===== src/rtl/pwm_compare_dt_pkg.sv =====
// ============================================================================
//  Module      : pwm_compare_dt_pkg
//  Description : Shared widths and the deadtime FSM state type for the
//                compare / deadtime PWM gate driver.
//  Revision    : 1.0 - initial release
// ============================================================================
`default_nettype none

`ifndef PWMCOUNT_WIDTH
`define PWMCOUNT_WIDTH 16
`endif
`ifndef DT_WIDTH
`define DT_WIDTH 10
`endif

package pwm_compare_dt_pkg;

    localparam int PWMCOUNT_WIDTH = `PWMCOUNT_WIDTH;
    localparam int DT_WIDTH       = `DT_WIDTH;

    // Gate-driver states: both gates low in OFF and in the two DT states.
    typedef enum logic [2:0] {
        OFF     = 3'd0,
        DT_TO_H = 3'd1,
        H_ON    = 3'd2,
        DT_TO_L = 3'd3,
        L_ON    = 3'd4
    } dt_state_t;

endpackage

`default_nettype wire


===== src/rtl/pwm_compare_dt_if.sv =====
// ============================================================================
//  Module      : pwm_compare_dt_if
//  Description : Carrier / register inputs and gate outputs of the
//                compare / deadtime PWM block.
//  Revision    : 1.0 - initial release
// ============================================================================
`default_nettype none

interface pwm_compare_dt_if
    import pwm_compare_dt_pkg::*;
#(
    parameter int CNT_W = PWMCOUNT_WIDTH,
    parameter int DT_W  = DT_WIDTH
) ();

    logic [CNT_W-1:0] carrier;
    logic             maskevent;
    logic [CNT_W-1:0] compare;
    logic [DT_W-1:0]  deadtime;
    logic             pwm_onoff;
    logic             pwm_h;
    logic             pwm_l;
    logic             dt_active;

    // Side that supplies carrier and register values and watches the gates.
    modport master (
        output carrier, maskevent, compare, deadtime, pwm_onoff,
        input  pwm_h, pwm_l, dt_active
    );

    // The gate-driver block itself.
    modport slave (
        input  carrier, maskevent, compare, deadtime, pwm_onoff,
        output pwm_h, pwm_l, dt_active
    );

endinterface

`default_nettype wire


===== src/rtl/deadtime_gen.sv =====
// ============================================================================
//  Module      : deadtime_gen
//  Description : Deadtime down-counter. Loads the interval length, counts
//                down while requested and flags the last deadtime cycle.
//  Revision    : 1.0 - initial release
// ============================================================================
`default_nettype none

module deadtime_gen
    import pwm_compare_dt_pkg::*;
#(
    parameter int DT_W = DT_WIDTH
) (
    input  wire logic            clk,
    input  wire logic            reset,
    input  wire logic            load,
    input  wire logic [DT_W-1:0] load_val,
    input  wire logic            dec,
    output logic      [DT_W-1:0] cnt,
    output logic                 done
);

    logic [DT_W-1:0] cnt_q;
    logic [DT_W-1:0] cnt_d;

    // Next count: load wins; decrement only from 2 upward so it never wraps.
    always_comb begin
        cnt_d = cnt_q;
        if (load) begin
            cnt_d = load_val;
        end else if (dec && (cnt_q >= DT_W'(2))) begin
            cnt_d = cnt_q - DT_W'(1);
        end
    end

    // Counter register.
    always_ff @(posedge clk or negedge reset) begin
        if (!reset) begin
            cnt_q <= '0;
        end else begin
            cnt_q <= cnt_d;
        end
    end

    assign cnt  = cnt_q;
    assign done = (cnt_q == DT_W'(1));

endmodule

`default_nettype wire


===== src/rtl/pwm_compare_dt.sv =====
// ============================================================================
//  Module      : pwm_compare_dt
//  Description : Compares the carrier against a shadowed duty value and
//                drives complementary high/low gates with deadtime inserted
//                at every hand-over. Short comparator glitches that reverse
//                inside a deadtime interval fall back to the gate that was on.
//  Revision    : 1.0 - initial release
// ============================================================================
`default_nettype none

module pwm_compare_dt
    import pwm_compare_dt_pkg::*;
#(
    parameter int CNT_W = PWMCOUNT_WIDTH,
    parameter int DT_W  = DT_WIDTH
) (
    input  wire logic clk,
    input  wire logic reset,
    pwm_compare_dt_if.slave pwm
);

    dt_state_t        state_q,     state_d;
    logic [CNT_W-1:0] cmp_sh_q,    cmp_sh_d;
    logic [DT_W-1:0]  dt_sh_q,     dt_sh_d;
    logic             raw_q,       raw_d;
    logic             pwm_h_q,     pwm_h_d;
    logic             pwm_l_q,     pwm_l_d;
    logic             dt_active_q, dt_active_d;

    logic             dt_load;
    logic             dt_dec;
    logic             dt_done;
    logic [DT_W-1:0]  dt_cnt;
    logic             dt_zero;

    assign dt_zero = (dt_sh_q == '0);

    // Shadow registers track the live registers at maskevent and while idle;
    // the comparator works against the shadow, one cycle of latency.
    always_comb begin
        cmp_sh_d = cmp_sh_q;
        dt_sh_d  = dt_sh_q;
        if (pwm.maskevent || (state_q == OFF)) begin
            cmp_sh_d = pwm.compare;
            dt_sh_d  = pwm.deadtime;
        end
        raw_d = (pwm.carrier < cmp_sh_q);
    end

    // Next state and counter control; outputs are decodes of the next state.
    always_comb begin
        state_d = state_q;
        dt_load = 1'b0;
        dt_dec  = 1'b0;
        if (!pwm.pwm_onoff) begin
            state_d = OFF;
        end else begin
            case (state_q)
                OFF: begin
                    if (raw_q) begin
                        state_d = dt_zero ? H_ON : DT_TO_H;
                    end else begin
                        state_d = dt_zero ? L_ON : DT_TO_L;
                    end
                    dt_load = !dt_zero;
                end
                L_ON: begin
                    if (raw_q) begin
                        state_d = dt_zero ? H_ON : DT_TO_H;
                        dt_load = !dt_zero;
                    end
                end
                H_ON: begin
                    if (!raw_q) begin
                        state_d = dt_zero ? L_ON : DT_TO_L;
                        dt_load = !dt_zero;
                    end
                end
                DT_TO_H: begin
                    if (!raw_q) begin
                        state_d = L_ON;
                    end else if (dt_done) begin
                        state_d = H_ON;
                    end else begin
                        dt_dec = 1'b1;
                    end
                end
                DT_TO_L: begin
                    if (raw_q) begin
                        state_d = H_ON;
                    end else if (dt_done) begin
                        state_d = L_ON;
                    end else begin
                        dt_dec = 1'b1;
                    end
                end
                default: begin
                    state_d = OFF;
                end
            endcase
        end
        pwm_h_d     = (state_d == H_ON);
        pwm_l_d     = (state_d == L_ON);
        dt_active_d = (state_d == DT_TO_H) || (state_d == DT_TO_L);
    end

    // State, shadow, comparator and gate registers.
    always_ff @(posedge clk or negedge reset) begin
        if (!reset) begin
            state_q     <= OFF;
            cmp_sh_q    <= '0;
            dt_sh_q     <= '0;
            raw_q       <= 1'b0;
            pwm_h_q     <= 1'b0;
            pwm_l_q     <= 1'b0;
            dt_active_q <= 1'b0;
        end else begin
            state_q     <= state_d;
            cmp_sh_q    <= cmp_sh_d;
            dt_sh_q     <= dt_sh_d;
            raw_q       <= raw_d;
            pwm_h_q     <= pwm_h_d;
            pwm_l_q     <= pwm_l_d;
            dt_active_q <= dt_active_d;
        end
    end

    deadtime_gen #(
        .DT_W (DT_W)
    ) u_deadtime_gen (
        .clk      (clk),
        .reset    (reset),
        .load     (dt_load),
        .load_val (dt_sh_q),
        .dec      (dt_dec),
        .cnt      (dt_cnt),
        .done     (dt_done)
    );

    assign pwm.pwm_h     = pwm_h_q;
    assign pwm.pwm_l     = pwm_l_q;
    assign pwm.dt_active = dt_active_q;

endmodule

`default_nettype wire


===== src/flat_wrapper.sv =====
// flat-port wrapper written by rule: the top's interface ports become plain ports
module pwm_compare_dt_flat import pwm_compare_dt_pkg::*;
#(
    parameter int CNT_W = PWMCOUNT_WIDTH,
    parameter int DT_W  = DT_WIDTH
)
  (clk, reset, pwm_carrier, pwm_maskevent, pwm_compare, pwm_deadtime, pwm_pwm_onoff, pwm_pwm_h, pwm_pwm_l, pwm_dt_active);
  pwm_compare_dt_if #(.CNT_W(CNT_W), .DT_W(DT_W)) pwm_i ();
  input  wire logic clk;
  input  wire logic reset;
  input wire logic [$bits(pwm_i.carrier)-1:0] pwm_carrier;
  input wire logic [$bits(pwm_i.maskevent)-1:0] pwm_maskevent;
  input wire logic [$bits(pwm_i.compare)-1:0] pwm_compare;
  input wire logic [$bits(pwm_i.deadtime)-1:0] pwm_deadtime;
  input wire logic [$bits(pwm_i.pwm_onoff)-1:0] pwm_pwm_onoff;
  output wire logic [$bits(pwm_i.pwm_h)-1:0] pwm_pwm_h;
  output wire logic [$bits(pwm_i.pwm_l)-1:0] pwm_pwm_l;
  output wire logic [$bits(pwm_i.dt_active)-1:0] pwm_dt_active;
  assign pwm_i.carrier = pwm_carrier;
  assign pwm_i.maskevent = pwm_maskevent;
  assign pwm_i.compare = pwm_compare;
  assign pwm_i.deadtime = pwm_deadtime;
  assign pwm_i.pwm_onoff = pwm_pwm_onoff;
  assign pwm_pwm_h = pwm_i.pwm_h;
  assign pwm_pwm_l = pwm_i.pwm_l;
  assign pwm_dt_active = pwm_i.dt_active;
  pwm_compare_dt #(.CNT_W(CNT_W), .DT_W(DT_W)) u_core (.clk(clk), .reset(reset), .pwm(pwm_i));
endmodule

===== config.mk =====
export PLATFORM = sky130hd
export DESIGN_NAME = pwm_compare_dt_flat
export DESIGN_NICKNAME = d
export VERILOG_FILES = /design/src/rtl/pwm_compare_dt_pkg.sv /design/src/rtl/pwm_compare_dt_if.sv /design/src/rtl/deadtime_gen.sv /design/src/rtl/pwm_compare_dt.sv /design/src/flat_wrapper.sv
export SDC_FILE = /design/constraint.sdc
export NUM_CORES = 1
export LEC_CHECK = 0
export ABC_AREA = 1
export CAP_MARGIN = 20
export CORE_MARGIN = 2
export CORE_UTILIZATION = 54
export CTS_BUF_LIST = sky130_fd_sc_hd__clkbuf_8
export DETAILED_ROUTE_END_ITERATION = 10
export PLACE_DENSITY_LB_ADDON = 0.25
export SLEW_MARGIN = 20
export SYNTH_ARGS = -nofsm -noshare
export SYNTH_HDL_FRONTEND = slang
export SYNTH_HIERARCHICAL = 1
export SYNTH_SLANG_ARGS = --single-unit
export TNS_END_PERCENT = 5

===== constraint.sdc =====
create_clock -name clk -period 2.4 [get_ports clk]
set_clock_uncertainty 0.05 [all_clocks]
set_input_delay 0.36 -clock clk [delete_from_list [all_inputs] [get_ports clk]]
set_output_delay 0.36 -clock clk [all_outputs]
set_load 0.1 [all_outputs]

; ---- Yosys cells after proc, flatten, opt, wreduce, memory -nomap -nowiden
; Index checks and enable logic that the tools add are counted.
[word_totals]
out_inout_bits = 3
reg_bits = 43
word_cells = 49
inputBits = 46
[classes]
n_reduce_logical = 7
eq_ne = 9
n_lt_le_gt_ge = 2
n_addsub = 1
mux = 22
[op_table]
columns = op, n
row1 = $mux 3, 9
row2 = $mux 10, 2
row3 = $lt 16x16->1, 1
row4 = $pmux 3 s5, 1
row5 = $eq 3x2->1 const B, 4
row6 = $eq 10x1->1 const B, 1
row7 = $ge 10x2->1 const B, 1
row8 = $logic_not 10->1, 1
row9 = $sub 10x1->10 const B, 1
row10 = $mux 1, 7
row11 = $eq 3x1->1 const B, 2
row12 = $eq 3x3->1 const B, 2
row13 = $logic_not 3->1, 1
row14 = $pmux 1 s3, 1
row15 = $logic_or 1x1->1, 2
row16 = $mux 2, 1
row17 = $pmux 1 s2, 1
row18 = $reduce_bool 2->1, 1
row19 = $logic_and 1x1->1, 1
row20 = $logic_not 1->1, 1

; ---- Depth between registers and ports, before layout
; Gate-level depths: netlist (run 1).
[logic_depth]
ltp_word = 8
depth_mapped = 13

; ---- Hierarchy
; Netlist (run 1), hierarchy kept.
[modules_own_cells]
columns = module, cells_per_inst, instances, seq_area_each_um2, area_per_inst_um2
row1 = pwm_compare_dt, 220, 1, 825.8, 1865.5
row2 = deadtime_gen, 122, 1, 250.2, 794.5

; ---- Least setup slack after synthesis (run 1)
; Ideal clock, no wire load.
[synth_timing]
path_type = reg-to-reg
start = register u_core.dt_sh_q[8]
end = register u_core.u_deadtime_gen.cnt_q[4], in the netlist u_core/u_deadtime_gen/cnt[4]
path_stages_with_launch = 13
arrival_time_ps = 1774
setup_slack_ps = 460
period_less_slack_ps = 1940
required_time_ps = 2233
cell_sequence = dfrtp_1 > nor2_1 > nand3_1 > inv_1 > nand2_1 > ha_1 > nand2_1 > a31oi_1 > inv_1 > clkbuf_1 > or2_2 > nand3_2 > nand2_1
[synth_via]
elab_chain_len = 6
[synth_rtl]
columns = element, line
row1 = start: declaration, pwm_compare_dt.sv:24  ; logic [DT_W-1:0] dt_sh_q, dt_sh_d;
row2 = start signal: assignment, pwm_compare_dt.sv:120  ; dt_sh_q <= dt_sh_d;
row3 = $logic_not 10->1 *, pwm_compare_dt.sv:36  ; assign dt_zero = (dt_sh_q == '0);
row4 = $logic_not 1->1 *, "pwm_compare_dt.sv:65, pwm_compare_dt.sv:70, pwm_compare_dt.sv:76"
row5 = $mux 1 (on tied branches), "pwm_compare_dt.sv:74, pwm_compare_dt.sv:68"
row6 = $pmux 1 s3 *, pwm_compare_dt.sv:58  ; case (state_q)
row7 = $mux 1 *, pwm_compare_dt.sv:55  ; if (!pwm.pwm_onoff) begin
row8 = via u_core.dt_load, pwm_compare_dt.sv:30  ; logic dt_load;
row9 = $mux 10 or $reduce_bool 2->1 (tied branches), n/a
row10 = end signal: assignment, deadtime_gen.sv:41  ; cnt_q <= cnt_d;
row11 = end: declaration, deadtime_gen.sv:23  ; logic [DT_W-1:0] cnt_q;
; Mark *: on every way through the listed nets, which the timed path passes. The rest lies on a longest branch.
; A chain may end at the register's enable or synchronous reset.

; ---- Final worst setup path (run 1)
[layout_timing]
start = register u_core.u_deadtime_gen.cnt_q[9], in the netlist u_core/u_deadtime_gen/cnt[9]
end = register u_core.u_deadtime_gen.cnt_q[9], in the netlist u_core/u_deadtime_gen/cnt[9]
[layout_via]
elab_chain_len = 7
[layout_rtl]
columns = element, line
row1 = $eq 10x1->1 *, deadtime_gen.sv:46  ; assign done = (cnt_q == DT_W'(1));
row2 = via u_core.dt_done, pwm_compare_dt.sv:32  ; logic dt_done;
row3 = $mux 1 *, "pwm_compare_dt.sv:82, pwm_compare_dt.sv:91"
row4 = $mux 1 (on tied branches), "pwm_compare_dt.sv:89, pwm_compare_dt.sv:80"
row5 = $pmux 1 s2 *, pwm_compare_dt.sv:58
row6 = $mux 1 *, pwm_compare_dt.sv:55
row7 = via u_core.dt_dec, pwm_compare_dt.sv:31  ; logic dt_dec;
row8 = $logic_and 1x1->1 *, deadtime_gen.sv:31  ; end else if (dec && (cnt_q >= DT_W'(2))) begin
row9 = $reduce_bool 2->1 (no source line) *, n/a
; Mark *: on every way through the listed nets, which the timed path passes. The rest lies on a longest branch. The select of a mux whose other input is x is not followed.

==> results of run 1 <==
[power groups by stage]
| stage | Combinational, mW | Clock, mW | Sequential (mW) |
|---|---|---|---|
| final | 1.80 | 0.432 | 1.19 |
| after global routing | 2.05 | 0.475 | 1.24 |
| after CTS | 1.80 | 0.445 | 1.20 |
| after detailed placement | 1.78 | 0 | 1.21 |
| after global placement | 1.73 | 0 | 1.19 |
| after floorplan | 1.29 | 0 | 1.27 |
[worst max path at each step]
stage / cells after the start / end / startpoint / slack [ns]
floorplan: 12 / u_core/u_deadtime_gen/cnt[4]$_DFFE_PN0P_ / u_core/dt_sh_q[8]$_DFFE_PN0P_ / 0.46
global placement: 7 / u_core/u_deadtime_gen/cnt[4]$_DFFE_PN0P_ / pwm_pwm_onoff / 0.41
detailed placement: 12 / u_core/u_deadtime_gen/cnt[6]$_DFFE_PN0P_ / u_core/dt_sh_q[9]$_DFFE_PN0P_ / 0.35
CTS: 12 / u_core/u_deadtime_gen/cnt[6]$_DFFE_PN0P_ / u_core/dt_sh_q[9]$_DFFE_PN0P_ / 0.32
global route: 12 / u_core/u_deadtime_gen/cnt[6]$_DFFE_PN0P_ / u_core/dt_sh_q[9]$_DFFE_PN0P_ / 0.05
finish: 11 / u_core/u_deadtime_gen/cnt[9]$_DFFE_PN0P_ / u_core/u_deadtime_gen/cnt[9]$_DFFE_PN0P_ / 0.33
[synth_stat cells]
master    instances  area share [%]
buf_6             3             1.3
nor2_1           33             4.7
clkbuf_1          5            0.71
ha_1             21             9.9
a31oi_1           1            0.24
a21oi_1          11             2.1
nand2_1          91              13
dfrtp_1          43              40
o21a_1            1            0.28
nand4_1           7             1.6
inv_2             2            0.28
nor3b_1           1            0.28
clkinv_1          1            0.14
nand2_4           2            0.85
nand2_2           3            0.71
nor2_2            3            0.71
mux2_4            4             2.3
inv_1            46             6.5
nand3_2           2            0.75
or2_1             1            0.24
mux2_2            4             1.7
o21ai_2           4             1.3
or2_2             2            0.47
o211ai_1          1            0.28
o21bai_1          1            0.28
o21ai_0          27             5.1
nor3_1            1            0.19
nand3_1          21             4.0
[per-stage QoR]
step | cell area (sq um) | instances | hold slack [ns] | utilization (%) | setup slack (ns)
4_1_cts | 3290 | 463 | 0.450 | 69.6 | 0.323
2_1_floorplan | 2660 | 342 | 0.0144 | - | 0.460
3_5_place_dp | 3200 | 454 | 0.233 | 67.7 | 0.349
6_report | 3290 | 463 | 0.445 | 69.6 | 0.334
5_1_grt | 3290 | 463 | 0.478 | 69.6 | 0.0537
3_3_place_gp | 3200 | 454 | 0.231 | 67.7 | 0.414
[state kept, by name, indices dropped and copies added, names as in the netlist]
name / flops
u_core/u_deadtime_gen/cnt: 10
u_core/dt_sh_q: 10
u_core/pwm.pwm_l: 1
u_core/pwm.pwm_h: 1
u_core/state_q: 3
u_core/raw_q: 1
u_core/pwm.dt_active: 1
u_core/cmp_sh_q: 16
[logic make-up (layout without fill, tap and decap cells)]
kind of cell             Yosys count  count (layout)  synth area share (%)
AO/OA/AOI/OAI                     46              46                  9.55
adder cells (fa/ha/maj)           21              21                  9.88
buffers and inverters             57             111                  8.89
flip-flops                        43              43                  40.5
multiplexers                       8               8                  3.95
AND/OR/NAND/NOR                  167             167                  27.3
[area by class of cell]
class	instances	area (sq um)
fillers	400	1440
multi-input cells	242	1350
flip-flops and latches	43	1080
repair buffers	54	515
inverters	49	184
well taps	67	83.8
clock buffers	5	68.8
clock inverters	3	12.5
[routing by layer]
layer  track usage [%]  wire (microns)
met1              28.8            2480
met2              38.2            2700
met3              3.93             258
met4              9.49              90
met5                 0               0
[repair_timing]
item | CTS | global route
hold buffers | 1 | 0
endpoints found under the hold margin | 14 | 0
setup buffers | 0 | 0
==> metrics, run 1 <==
Syn Std Cell Area 2660 sq um; RSZ-0062 raised after global routing no; Int Power 1.86 mW; n_diodes 0; layout cells sized above 1 10.4%; DR vias/cell 5.08; Tot Pwr 3.43 mW; most used cells in the layout excluding fill and tap cells nand2_1 (91), inv_1 (48), clkdlybuf4s50_1 (44); # rows 25; GRT overflow 0; worst-path cell chain nor2_1 -> nand2_1 -> nor3b_1 -> inv_1 -> nand3_1 -> a21oi_1 -> nand2_4 -> nand2_4 -> inv_1 -> nand2_1 -> nand2_1; total CTS buffers 5; Worst Tran Pin Value 0.376 ns; post-synthesis cell type count 28; CP max stage cell dfrtp_1; Crit Path Class reg -> reg; initial core utilization 56.3%; reg2reg path depth 11; fin crit share 86.1%; H-Tree Depth 2; min-delay worst type in -> async; Gate power share 52.5%; PwrDens 1040 nW/um^2; # IOs 49; WP data required 2.59 ns; vias in the first global route 2,322; nets 462; leakage 1.69 nW; Max transition margin 74.9%; Yosys reg bits 43; total die area 5500 sq um; number of antenna violations at the first check in global routing 0; Placer Congestion 0.894; CTS tree yes; post-CTS sizing 0; Layout area overhead 23.6%; router iterations before antenna repair 4; sequential share of power 34.9%; Clk pwr share 12.6%; final hold violations 0; Worst-Skew Late Latency 0.29 ns; CP peak stage delay 0.41 ns; critical path's top delay family simple AND/OR/NAND/NOR gates; initial DRC count 135; WP data arrival 2.25 ns; Max Cap Viol 0; commonest non-fill, non-tap cell in the layout nand2_1; Final Max Slew Viols 0; largest net degree at the start of global routing 30; Avg WL per Cell 11.9 microns; outcome completed; Core Area 4720 sq um; post-route antenna net violation count 0; IO Port Bufs 48; post-synth net total 409; min Tclk post-route 2.07 ns; fmax 484 MHz; GR Util All Layers 22.7%; reg2reg end u_core/u_deadtime_gen/cnt[9]$_DFFE_PN0P_; crit path launch type flip-flop; post-synthesis instance total 342; maximum clock path buffer count 2; Sw Share 45.6%; VDD IR max 540 uV; most used cell along the critical path nand2_1; TritonCTS Sinks 43; DRC 0; Clock transition at path regs 0.08 ns; Avg Inst Size Synth 7.78 sq um; Final setup violation count 0; r2r setup slk 0.33 ns; setup_tns 0 ns; Vias 2,353; wirelength, routed 5530 microns; sequential fraction of the synthesis area 40.5%; reg2reg start u_core/u_deadtime_gen/cnt[9]$_DFFE_PN0P_; DIE WIDTH 74.2 microns; Max FO, Critical Path 13; Ys Warns 6; Critical Path End Type flip-flop; Buf+Inv Stages, Crit Path 2; post-detail-place hpwl 4340 microns; Root Buffer Master clkbuf_8; Switching Power 1.56 mW; Die H 74.2 microns; first-pass GRT wire length 9650 microns
No activity file was read; power rests on OpenSTA's default activity.
==> inputs of run 2 (changes only) <==
- SLEW_MARGIN: 20 -> default
==> results of run 2 <==
The final DEF is identical to that of run 1; final timing and power are the same.
==> inputs of run 3 (changes only) <==
- CORE_ASPECT_RATIO: default -> 0.9
- SKIP_CTS_REPAIR_TIMING: default -> 1
==> run 3 against run 2 <==
  * Utilization down 1.2 points
  * Largest cell class unchanged
  * Sequential power is essentially flat
  * Combinational power barely moved
  * Non-clock buffer count unchanged
  * Clock-buffer cell count unchanged
  * Highest routed layer unchanged
==> metrics, run 3 (synthesis results as in run 1) <==
Final setup violation count 0; IO Port Bufs 48; setup_tns 0 ns; most used cell along the critical path inv_1; DR vias/cell 4.98; post-route antenna net violation count 0; Worst Tran Pin Value 0.321 ns; post-route cell area 3290 sq um; H-Tree Depth 2; leakage 1.69 nW; Max transition margin 78.6%; WL met1 2600 microns; # rows 24; worst-path cell chain inv_1 -> ha_1 -> nor3b_1 -> buf_4 -> inv_1 -> nand3_1 -> a21oi_1 -> nand2_4 -> nand2_4 -> inv_1 -> nand2_1 -> nand2_1; largest net degree at the start of global routing 41; DRC 0; Core Area 4800 sq um; # IOs 49; total CTS buffers 5; RSZ-0062 raised after global routing no; fmax 466 MHz; total die area 5500 sq um; vias in the first global route 2,229; PwrDens 1040 nW/um^2; Clock transition at path regs 0.08 ns; Final Util 68.5%; TritonCTS Sinks 43; WP data required 2.54 ns; initial DRC count 138; Biggest register u_core/cmp_sh_q; crit path launch type flip-flop; WP data arrival 2.28 ns; fin crit share 89.5%; post-detail-place hpwl 4300 microns; Max Cap Viol 0; DIE WIDTH 78.0 microns; min-delay worst type in -> async; Final Max Slew Viols 0; Max FO, Critical Path 13; router iterations before antenna repair 4; max reg flops 16; Crit Path Class reg -> reg; Placer Congestion 0.909; Max Used Layer met4; Root Buffer Master clkbuf_8; CP peak stage delay 0.39 ns; DR WL met2 2510 microns; Vias 2,285; CTS tree yes; final hold violations 0; n_diodes 0; layout cells sized above 1 10.4%; initial core utilization 55.4%; nets 462; CP max stage cell dfrtp_1; VDD IR max 654 uV; Layout area overhead 23.7%; Avg WL per Cell 11.9 microns; Tot Pwr 3.41 mW; number of antenna violations at the first check in global routing 0; Critical Path End Type flip-flop; most used cells in the layout excluding fill and tap cells nand2_1 (91), inv_1 (46), clkdlybuf4s50_1 (44); GRT overflow 0; Filler cells 421; commonest non-fill, non-tap cell in the layout nand2_1; first-pass GRT wire length 9820 microns; GR Util All Layers 22.1%; r2r setup slk 0.25 ns; met3 wire length 289 microns; Die H 70.6 microns; maximum clock path buffer count 2; wirelength, routed 5460 microns; outcome completed; min Tclk post-route 2.15 ns; Worst-Skew Late Latency 0.29 ns; placed cell areas 3210 sq um
run 3: cell types whose count changed in the layout (fill, tap and decap cells not counted):
cell / delta
buf_12: +1
buf_4: -1
inv_2: +1
inv_1: -2
clkinv_2: -1
run 3: per-layer routing:
metal / global-route usage, % / vias up
met5: 0 / -
met1: 30.3 / 1027
met2: 36.1 / 55
met3: 4.08 / 7
met4: 6.43 / 0
li1: - / 1196
run 3: layout make-up:
class / count / area, sq um / share of cell area, %
clock buffers: 5 / 68.8 / 2.09
clock inverters: 1 / 3.75 / 0.114
inverters: 49 / 184 / 5.59
multi-input cells: 242 / 1350 / 41.0
flip-flops and latches: 43 / 1080 / 32.7
well taps: 65 / 81.3 / 2.47
repair buffers: 54 / 528 / 16.1
run 3: worst paths after layout:
check | startpoint | end | depth (start not counted)
min in group clk | u_core/dt_sh_q[7]$_DFFE_PN0P_ | u_core/u_deadtime_gen/cnt[7]$_DFFE_PN0P_ | 2
worst min register to register | u_core/dt_sh_q[7]$_DFFE_PN0P_ | u_core/u_deadtime_gen/cnt[7]$_DFFE_PN0P_ | 2
worst min-delay path | reset | u_core/u_deadtime_gen/cnt[2]$_DFFE_PN0P_ | 2
worst max register to register | u_core/u_deadtime_gen/cnt[1]$_DFFE_PN0P_ | u_core/u_deadtime_gen/cnt[4]$_DFFE_PN0P_ | 12
worst max-delay path | u_core/u_deadtime_gen/cnt[1]$_DFFE_PN0P_ | u_core/u_deadtime_gen/cnt[4]$_DFFE_PN0P_ | 12
max in group asynchronous | reset | u_core/pwm.pwm_l$_DFF_PN0_ | 3
run 3: through the flow:
step,hold slack (ns),std cells,worst slack (ns)
after floorplan,0.0144,342,0.460
after global placement,0.147,452,0.346
after detailed placement,0.148,452,0.294
after CTS,-0.169,458,0.271
after global routing,0.389,459,0.0912
final,0.375,459,0.252
run 3: worst max-delay path: cells and delay by family (launching register included):
kind	cells	cell delay, ns
simple gates	6	0.67
buf+inv	4	0.44
compound gates	1	0.30
flops	1	0.39
fa+ha+maj	1	0.18
run 3: power breakdown:
part / switching, mW / internal, mW
logic: 1.14 / 0.667
clock network: 0.219 / 0.190
registers: 0.193 / 1.00
total: 1.55 / 1.86
